**src/rtl/rr_req_arbiter_if.sv**
```systemverilog
// Request-side and memory-side handshake bundle for rr_req_arbiter.
// The arbiter takes the slave view; requesters and the memory port together form the master view.
interface rr_req_arbiter_if #(
  parameter int N_IN   = 4,
  parameter int ADDR_W = 32
);
  localparam int IDX_W = $clog2(N_IN);

  logic [N_IN-1:0]        io_in_valid;
  logic [N_IN-1:0]        io_in_ready;
  logic [N_IN*ADDR_W-1:0] io_in_addr;
  logic                   io_out_valid;
  logic                   io_out_ready;
  logic [ADDR_W-1:0]      io_out_addr;
  logic [IDX_W-1:0]       io_out_chosen;

  modport slave (
    input  io_in_valid,
    input  io_in_addr,
    input  io_out_ready,
    output io_in_ready,
    output io_out_valid,
    output io_out_addr,
    output io_out_chosen
  );

  modport master (
    output io_in_valid,
    output io_in_addr,
    output io_out_ready,
    input  io_in_ready,
    input  io_out_valid,
    input  io_out_addr,
    input  io_out_chosen
  );
endinterface

```
**src/rtl/rr_req_arbiter.sv**
```systemverilog
// N-way address-request arbiter (fixed priority or round-robin) feeding a single
// registered output entry with full ready/valid flow control.
module rr_req_arbiter #(
  parameter int N_IN    = 4,
  parameter int ADDR_W  = 32,
  parameter int RR_MODE = 1,
  localparam int IDX_W  = $clog2(N_IN)
) (
  input  logic               clock,
  input  logic               reset,
  rr_req_arbiter_if.slave    bus
);

  localparam logic [IDX_W-1:0] PTR_RST = IDX_W'(N_IN - 1);

  logic              out_valid_q, out_valid_d;
  logic [ADDR_W-1:0] out_addr_q,  out_addr_d;
  logic [IDX_W-1:0]  out_chosen_q, out_chosen_d;
  logic [IDX_W-1:0]  rr_ptr_q,    rr_ptr_d;

  logic              can_load;
  logic              grant_vld;
  logic [IDX_W-1:0]  grant_idx;
  logic              accept;
  logic [N_IN-1:0]   in_ready;

  // Result packs {found, index}; lowest set bit wins.
  function automatic logic [IDX_W:0] fixed_pick(input logic [N_IN-1:0] vld);
    logic [IDX_W:0] res;
    res = '0;
    for (int i = N_IN - 1; i >= 0; i--) begin
      if (vld[i]) res = {1'b1, IDX_W'(i)};
    end
    return res;
  endfunction

  // Search starts one past the last granted index and wraps modulo N_IN.
  function automatic logic [IDX_W:0] rr_pick(input logic [N_IN-1:0] vld,
                                             input logic [IDX_W-1:0] ptr);
    logic [IDX_W:0] res;
    int             idx;
    res = '0;
    for (int k = N_IN; k >= 1; k--) begin
      idx = (int'(ptr) + k) % N_IN;
      if (vld[idx]) res = {1'b1, IDX_W'(idx)};
    end
    return res;
  endfunction

  always_comb begin
    logic [IDX_W:0] pick;
    if (RR_MODE != 0) pick = rr_pick(bus.io_in_valid, rr_ptr_q);
    else              pick = fixed_pick(bus.io_in_valid);
    grant_vld = pick[IDX_W];
    grant_idx = pick[IDX_W-1:0];
  end

  // The output slot can take a new entry when empty or when it drains this cycle.
  assign can_load = !out_valid_q || bus.io_out_ready;
  assign accept   = grant_vld && can_load && !reset;

  always_comb begin
    in_ready = '0;
    for (int i = 0; i < N_IN; i++) begin
      if (accept && (grant_idx == IDX_W'(i))) in_ready[i] = 1'b1;
    end
  end

  always_comb begin
    out_valid_d  = out_valid_q;
    out_addr_d   = out_addr_q;
    out_chosen_d = out_chosen_q;
    rr_ptr_d     = rr_ptr_q;
    if (accept) begin
      out_valid_d  = 1'b1;
      out_addr_d   = bus.io_in_addr[int'(grant_idx)*ADDR_W +: ADDR_W];
      out_chosen_d = grant_idx;
      if (RR_MODE != 0) rr_ptr_d = grant_idx;
    end else if (bus.io_out_ready) begin
      out_valid_d = 1'b0;
    end
  end

  always_ff @(posedge clock) begin
    if (reset) begin
      out_valid_q  <= 1'b0;
      out_addr_q   <= '0;
      out_chosen_q <= '0;
      rr_ptr_q     <= PTR_RST;
    end else begin
      out_valid_q  <= out_valid_d;
      out_addr_q   <= out_addr_d;
      out_chosen_q <= out_chosen_d;
      rr_ptr_q     <= rr_ptr_d;
    end
  end

  assign bus.io_in_ready   = in_ready;
  assign bus.io_out_valid  = out_valid_q;
  assign bus.io_out_addr   = out_addr_q;
  assign bus.io_out_chosen = out_chosen_q;

endmodule

```
**src/flat_wrapper.sv**
```systemverilog
// flat-port wrapper written by rule: the top's interface ports become plain ports
module rr_req_arbiter_flat 
#(
  parameter int N_IN    = 4,
  parameter int ADDR_W  = 32,
  parameter int RR_MODE = 1,
  localparam int IDX_W  = $clog2(N_IN)
)
  (clock, reset, bus_io_in_valid, bus_io_in_addr, bus_io_out_ready, bus_io_in_ready, bus_io_out_valid, bus_io_out_addr, bus_io_out_chosen);
  rr_req_arbiter_if #(.N_IN(N_IN), .ADDR_W(ADDR_W)) bus_i ();
  input  logic clock;
  input  logic reset;
  input wire logic [$bits(bus_i.io_in_valid)-1:0] bus_io_in_valid;
  input wire logic [$bits(bus_i.io_in_addr)-1:0] bus_io_in_addr;
  input wire logic [$bits(bus_i.io_out_ready)-1:0] bus_io_out_ready;
  output wire logic [$bits(bus_i.io_in_ready)-1:0] bus_io_in_ready;
  output wire logic [$bits(bus_i.io_out_valid)-1:0] bus_io_out_valid;
  output wire logic [$bits(bus_i.io_out_addr)-1:0] bus_io_out_addr;
  output wire logic [$bits(bus_i.io_out_chosen)-1:0] bus_io_out_chosen;
  assign bus_i.io_in_valid = bus_io_in_valid;
  assign bus_i.io_in_addr = bus_io_in_addr;
  assign bus_i.io_out_ready = bus_io_out_ready;
  assign bus_io_in_ready = bus_i.io_in_ready;
  assign bus_io_out_valid = bus_i.io_out_valid;
  assign bus_io_out_addr = bus_i.io_out_addr;
  assign bus_io_out_chosen = bus_i.io_out_chosen;
  rr_req_arbiter #(.N_IN(N_IN), .ADDR_W(ADDR_W), .RR_MODE(RR_MODE)) u_core (.clock(clock), .reset(reset), .bus(bus_i));
endmodule
```
**config.mk**
```make
export PLATFORM = sky130hd
export DESIGN_NAME = rr_req_arbiter_flat
export DESIGN_NICKNAME = d
export VERILOG_FILES = /design/src/rtl/rr_req_arbiter_if.sv /design/src/rtl/rr_req_arbiter.sv /design/src/flat_wrapper.sv
export SDC_FILE = /design/constraint.sdc
export NUM_CORES = 1
export LEC_CHECK = 0
export ABC_AREA = 1
export ABC_CLOCK_PERIOD_IN_PS = 1630
export BUFFER_PORTS_ARGS = -buffer_cell sky130_fd_sc_hd__buf_2
export CORE_MARGIN = 4
export CORE_UTILIZATION = 39
export CTS_CLUSTER_SIZE = 16
export DETAILED_ROUTE_END_ITERATION = 8
export GPL_TIMING_DRIVEN = 0
export HOLD_SLACK_MARGIN = 0.03
export PLACE_DENSITY = 0.86
export SLEW_MARGIN = 15
export SYNTH_ARGS = -nofsm -noshare
export SYNTH_HDL_FRONTEND = slang
export SYNTH_SLANG_ARGS = --single-unit
```
**constraint.sdc**
```tcl
create_clock -name clock -period 1.63 [get_ports clock]
set_input_delay 0.163 -clock clock [delete_from_list [all_inputs] [get_ports clock]]
set_output_delay 0.163 -clock clock [all_outputs]
set_load 0.1 [all_outputs]
```
---- After elaboration in Yosys (flattened, before gate mapping) ----
Index checks and enable logic that the tools add are counted.
cells by class
  reductions and logical operators ........ 15
  multiplexer cells ....................... 22
  $add $sub $neg .......................... 4
  shift-type cells ........................ 1
  $lt $le $gt $ge ......................... 4
  equality and inequality tests ........... 3
  bitwise operators ....................... 4
operators with widths
  operator                                                                count
  128-bit by 8-bit indexed part select with 32-bit output                 1
  3-bit by 4-bit < comparator with 1-bit output (second input constant)   4
  1-bit two-way mux                                                       14
  3-bit two-way mux                                                       4
  1-bit binary-select mux with 2-bit select                               4
  2-bit OR reduction                                                      4
  1-bit logical AND                                                       6
  2-bit by 1-bit adder with 2-bit output (second input constant)          2
  2-bit adder (second input constant)                                     2
  1-bit bitwise AND (first input constant)                                4
  2-bit equality test (second input constant)                             2
  2-bit by 1-bit equality test with 1-bit output (second input constant)  1
  1-bit logical NOT                                                       2
  2-bit logical NOT                                                       1
  2-bit nonzero test                                                      1
  1-bit logical OR                                                        1
word-level totals
  flip-flop bits (word level) ............. 37

---- Depth between registers and ports, before layout ----
  depth in word-level cells ............... 14
  mapped depth ............................ 16
  gate-level depth less buffers ........... 14

---- Least setup slack after synthesis ----
OpenSTA, ideal clock, no wires.
  path kind ............................... flip-flop to output port
  from .................................... register u_core.rr_ptr_q[0]
  to ...................................... output port bus_io_in_ready[0]
  arrival time ............................ 2.690 ns
  slack ................................... -1.223 ns
  cell stages (with the launch flop) ...... 16
  path buffers ............................ 3
  cells stage by stage .................... dfxtp_1 -> buf_6 -> inv_8 -> nand2_1 -> nand2_2 -> nand2_1 -> nand2_1 -> nand2_2 -> nand2_1 -> nand2_4 -> nand2_4 -> inv_2 -> buf_6 -> buf_6 -> nand2_1 -> nor2_1
on the way
  cells in the longest elaborated chain, start to end .. 12
ends and longest elaborated chain
  item                                                   line                  source
  start: declaration                                     rr_req_arbiter.sv:19  logic [IDX_W-1:0] rr_ptr_q, rr_ptr_d;
  start signal: assignment                               rr_req_arbiter.sv:94  rr_ptr_q <= rr_ptr_d;
  2-bit by 1-bit adder with 2-bit output                 rr_req_arbiter.sv:44  idx = (int'(ptr) + k) % N_IN;
  1-bit binary-select mux with 2-bit select              rr_req_arbiter.sv:45  if (vld[idx]) res = {1'b1, IDX_W'(idx)};
  1-bit two-way mux (implied by the code) (2 in series)  rr_req_arbiter.sv:45
  3-bit two-way mux (3 in series)                        rr_req_arbiter.sv:45
  3-bit two-way mux (*)                                  rr_req_arbiter.sv:45
  1-bit logical AND (2 in series)                        rr_req_arbiter.sv:60  assign accept = grant_vld && can_load && !reset;
  1-bit logical AND (*)                                  rr_req_arbiter.sv:65  if (accept && (grant_idx == IDX_W'(i))) in_ready[i] = 1'b1;
  1-bit two-way mux (*)                                  rr_req_arbiter.sv:65
  end: declaration                                       flat_wrapper.sv:16    output wire logic [$bits(bus_i.io_in_ready)-1:0] bus_io_in_ready;
Every way passes the cells marked *; elsewhere a longest branch is shown, timed or not. The select of a mux whose other input is x is not followed.

---- Final worst setup path ----
  from .................................... register u_core.rr_ptr_q[0]
  to ...................................... output port bus_io_in_ready[1]
The elaborated chain is that of the path after synthesis.

==> impl_metrics.py <==
metrics = {
    "logic_synthesis": {
        "synthArstFlopShare": 0,
        "synth.most_common_cell": "nand2_1",
        "ys_top_cells_by_area": "nand2_1, dfxtp_1, nand3_1, nor2_1, inv_1",
        "synth_adder_area_share": 0,
        "syn_inst": 494,
        "synth_commonest_cells": "nand2_1, nand3_1, nor2_1",
        "synth_top_area_cell": "nand2_1",
        "ys.flop_type": "dfxtp_1",
        "synth_xor_area_frac": 0,
        "syn_area_um2": 2750,
        "synth_top_area_frac": 0.276,
        "synth_top_family_by_area": "simple AND/OR/NAND/NOR gates",
        "seq_area_frac_synth": 0.269,
        "yosys.cell_types.count": 22,
        "syn_nets": 629,
        "synth_compound_area_frac": 0.00728,
        "syn_avg_cell_area_um2": 5.56,
        "ys_seq_elements": 37,
        "synth.mux.area_fraction": 0,
        "synth_edf_count": 0,
        "synthSimpleGateAreaFrac": 0.598,
        "yosysWarnings": 0,
    },
    "outcome": {
        "status": "complete, but fails checks",
        "violations": "setup timing",
    },
    "floorplanning": {
        "initial_core_util": 0.402,
        "die_h_um": 92.0,
        "core_area_um2": 6830,
        "pin_count": 174,
        "die_w_um": 92.0,
        "rows": 30,
        "die_area_um2": 8460,
    },
    "place": {
        "dp_slack_ps": -712,
        "hpwl_um": 7730,
        "gp_congestion": 0.815,
        "port_buffers": 173,
        "placed_area_um2": 3800,
    },
    "cells_and_area": {
        "n_antenna_cell": 0,
        "final_area_um2": 4480,
        "multi_input_area_um2": 1890,
        "synthToLayoutAreaGrowth_pct": 63.0,
        "drive_gt1_frac": 0.426,
        "fill_cells": 646,
        "register_area_um2": 747,
        "fin_nets": 834,
    },
    "critical_path": {
        "crit_arrival_ps": 2020,
        "reg2reg_to": "u_core.bus.io_out_addr[8]",
        "critPathKind": "flip-flop to output pin",
        "cp_slowest_stage_delay_ps": 340,
        "end_kind": "output pin",
        "r2r-start": "u_core.rr_ptr_q[0]",
        "r2r_slack_ps": -400,
        "cp-endpoint": "bus_io_in_ready[1]",
        "slowest_stage": "dfxtp_2",
        "reg2regPathDepth": 18,
        "setup.worst_path.start": "u_core.rr_ptr_q[0]",
        "required_ps": 1470,
        "critical_path.startpoint_type": "flip-flop",
        "crit_fanout": 8,
        "path_cells": "buf_8 > inv_8 > nand2_4 > nand2_1 > and2_4 > nor2_4 > nand3_4 > nand2_4 > buf_8 > buf_8 > nand2_4 > nor2_4 > buf_12",
    },
    "min_path": {
        "hold_class": "primary input to flip-flop",
    },
    "route": {
        "drt_pass1_iterations": 4,
        "postRouteAntennaNets": 0,
        "wl_per_cell_um": 13.5,
        "drt-total-wl_um": 10700,
        "drtIter0Drc": 213,
        "drc": 0,
        "num_vias": 3806,
        "viasPerCell": 4.78,
    },
    "timing": {
        "fin_setup_tns_ps": -14230,
        "maxSlewViolCount": 0,
        "fin_crit_sh": 1.34,
        "fin_hold_ws_ps": 177,
        "skew_ps": 4.34,
        "finalWorstSetupSlack_ps": -557,
        "period_needed_ps": 2190,
        "setup_viol": 40,
        "grt_setup_unrepaired": "yes",
        "tightestPinTransition_ps": 509,
        "hold_violations": 0,
        "slew_headroom": 0.663,
        "fmax_ghz": 0.457,
    },
    "global_route": {
        "grt_max_degree": 12,
        "grt_pass1_vias": 3595,
        "grt.overflow.total": 0,
        "antenna_found_initial": 0,
        "grtUsageTotal": 0.236,
        "grt_pass1_wl_um": 16300,
    },
    "clock_tree": {
        "hold_buffers": 0,
        "clock-root-buffer": "clkbuf_8",
        "cts_tree": "built",
        "cts.sinks": 37,
        "h-tree-depth": 2,
        "clockBufferDepth": 2,
        "path_clk_slew_ps": 80,
        "numCtsBuffers": 5,
        "clk_latency_ps": 290,
    },
    "job": {
        "drv_cap": 0,
    },
}
[worst min path at each step]
stage                               start  slack (ps)  depth (start not counted)                          to
6_report               bus_io_in_addr[28]         180                          5  u_core.bus.io_out_addr[28]
5_1_grt                 bus_io_in_addr[7]         180                          5   u_core.bus.io_out_addr[7]
4_1_cts                bus_io_in_addr[28]         170                          5  u_core.bus.io_out_addr[28]
3_5_place_dp    u_core.bus.io_out_addr[4]         440                          2   u_core.bus.io_out_addr[4]
3_3_place_gp   u_core.bus.io_out_addr[30]         430                          2  u_core.bus.io_out_addr[30]
2_1_floorplan                       reset         350                          3   u_core.bus.io_out_addr[0]
[through the flow]
step / util / instances
5_1_grt: 0.656 / 796
3_5_place_dp: 0.557 / 763
6_report: 0.656 / 796
4_1_cts: 0.617 / 786
2_1_floorplan: - / 494
3_3_place_gp: 0.557 / 763
[registers in the layout (all words and copies together) (netlist names)]
signal / flops
u_core.bus.io_out_addr: 32
u_core.bus.io_out_chosen: 2
u_core.bus.io_out_valid: 1
u_core.rr_ptr_q: 2
[cell type report]
class                      instances  area share
clock buffer                       7      0.0215
buffer                            29      0.0626
clock inverter                     1     0.00112
sequential                        37       0.167
tap                               96      0.0268
inverter                          40      0.0374
timing repair buffer             198       0.261
multi-input combinational        388       0.423
[critical path: cells and delay by family (launching register included)]
| family | cells | cell delay (ps) |
|---|---|---|
| DFF | 1 | 340 |
| buffers and inverters | 5 | 570 |
| and+or+nand+nor | 8 | 820 |
[placed cells by master, fill, tap and decap left out, types with 2 or more instances in the layout]
cell / instances
buf_12: 6
buf_2: 175
buf_4: 22
buf_6: 11
buf_8: 6
clkbuf_1: 2
clkbuf_16: 2
clkbuf_2: 2
clkbuf_8: 7
dfxtp_1: 34
dfxtp_2: 2
inv_1: 34
inv_2: 3
inv_8: 2
nand2_1: 175
nand2_2: 22
nand2_4: 10
nand3_1: 94
nand3_2: 10
nand3_4: 2
nor2_1: 60
nor2_4: 8
o21ai_0: 2
[per-layer routing]
| layer | GRT usage | share of wire |
|---|---|---|
| met5 | 0 | 0 |
| met4 | 0.0495 | 0.012 |
| met3 | 0.0492 | 0.086 |
| met2 | 0.439 | 0.50 |
| met1 | 0.276 | 0.40 |
[cells by family after synthesis]
family	Yosys count
flip-flops	37
buffers and inverters	69
AND/OR/NAND/NOR	384
AO/OA/AOI/OAI	4
[repair_timing]
action,in CTS,in global routing
resized for setup,59,48
setup endpoints to repair,40,40
gates cloned,0,4
pin swaps,13,17
buffers inserted,15,6
Power is not shown: default switching activity piles up to over one toggle a cycle in this logic, so the estimate is an artifact.
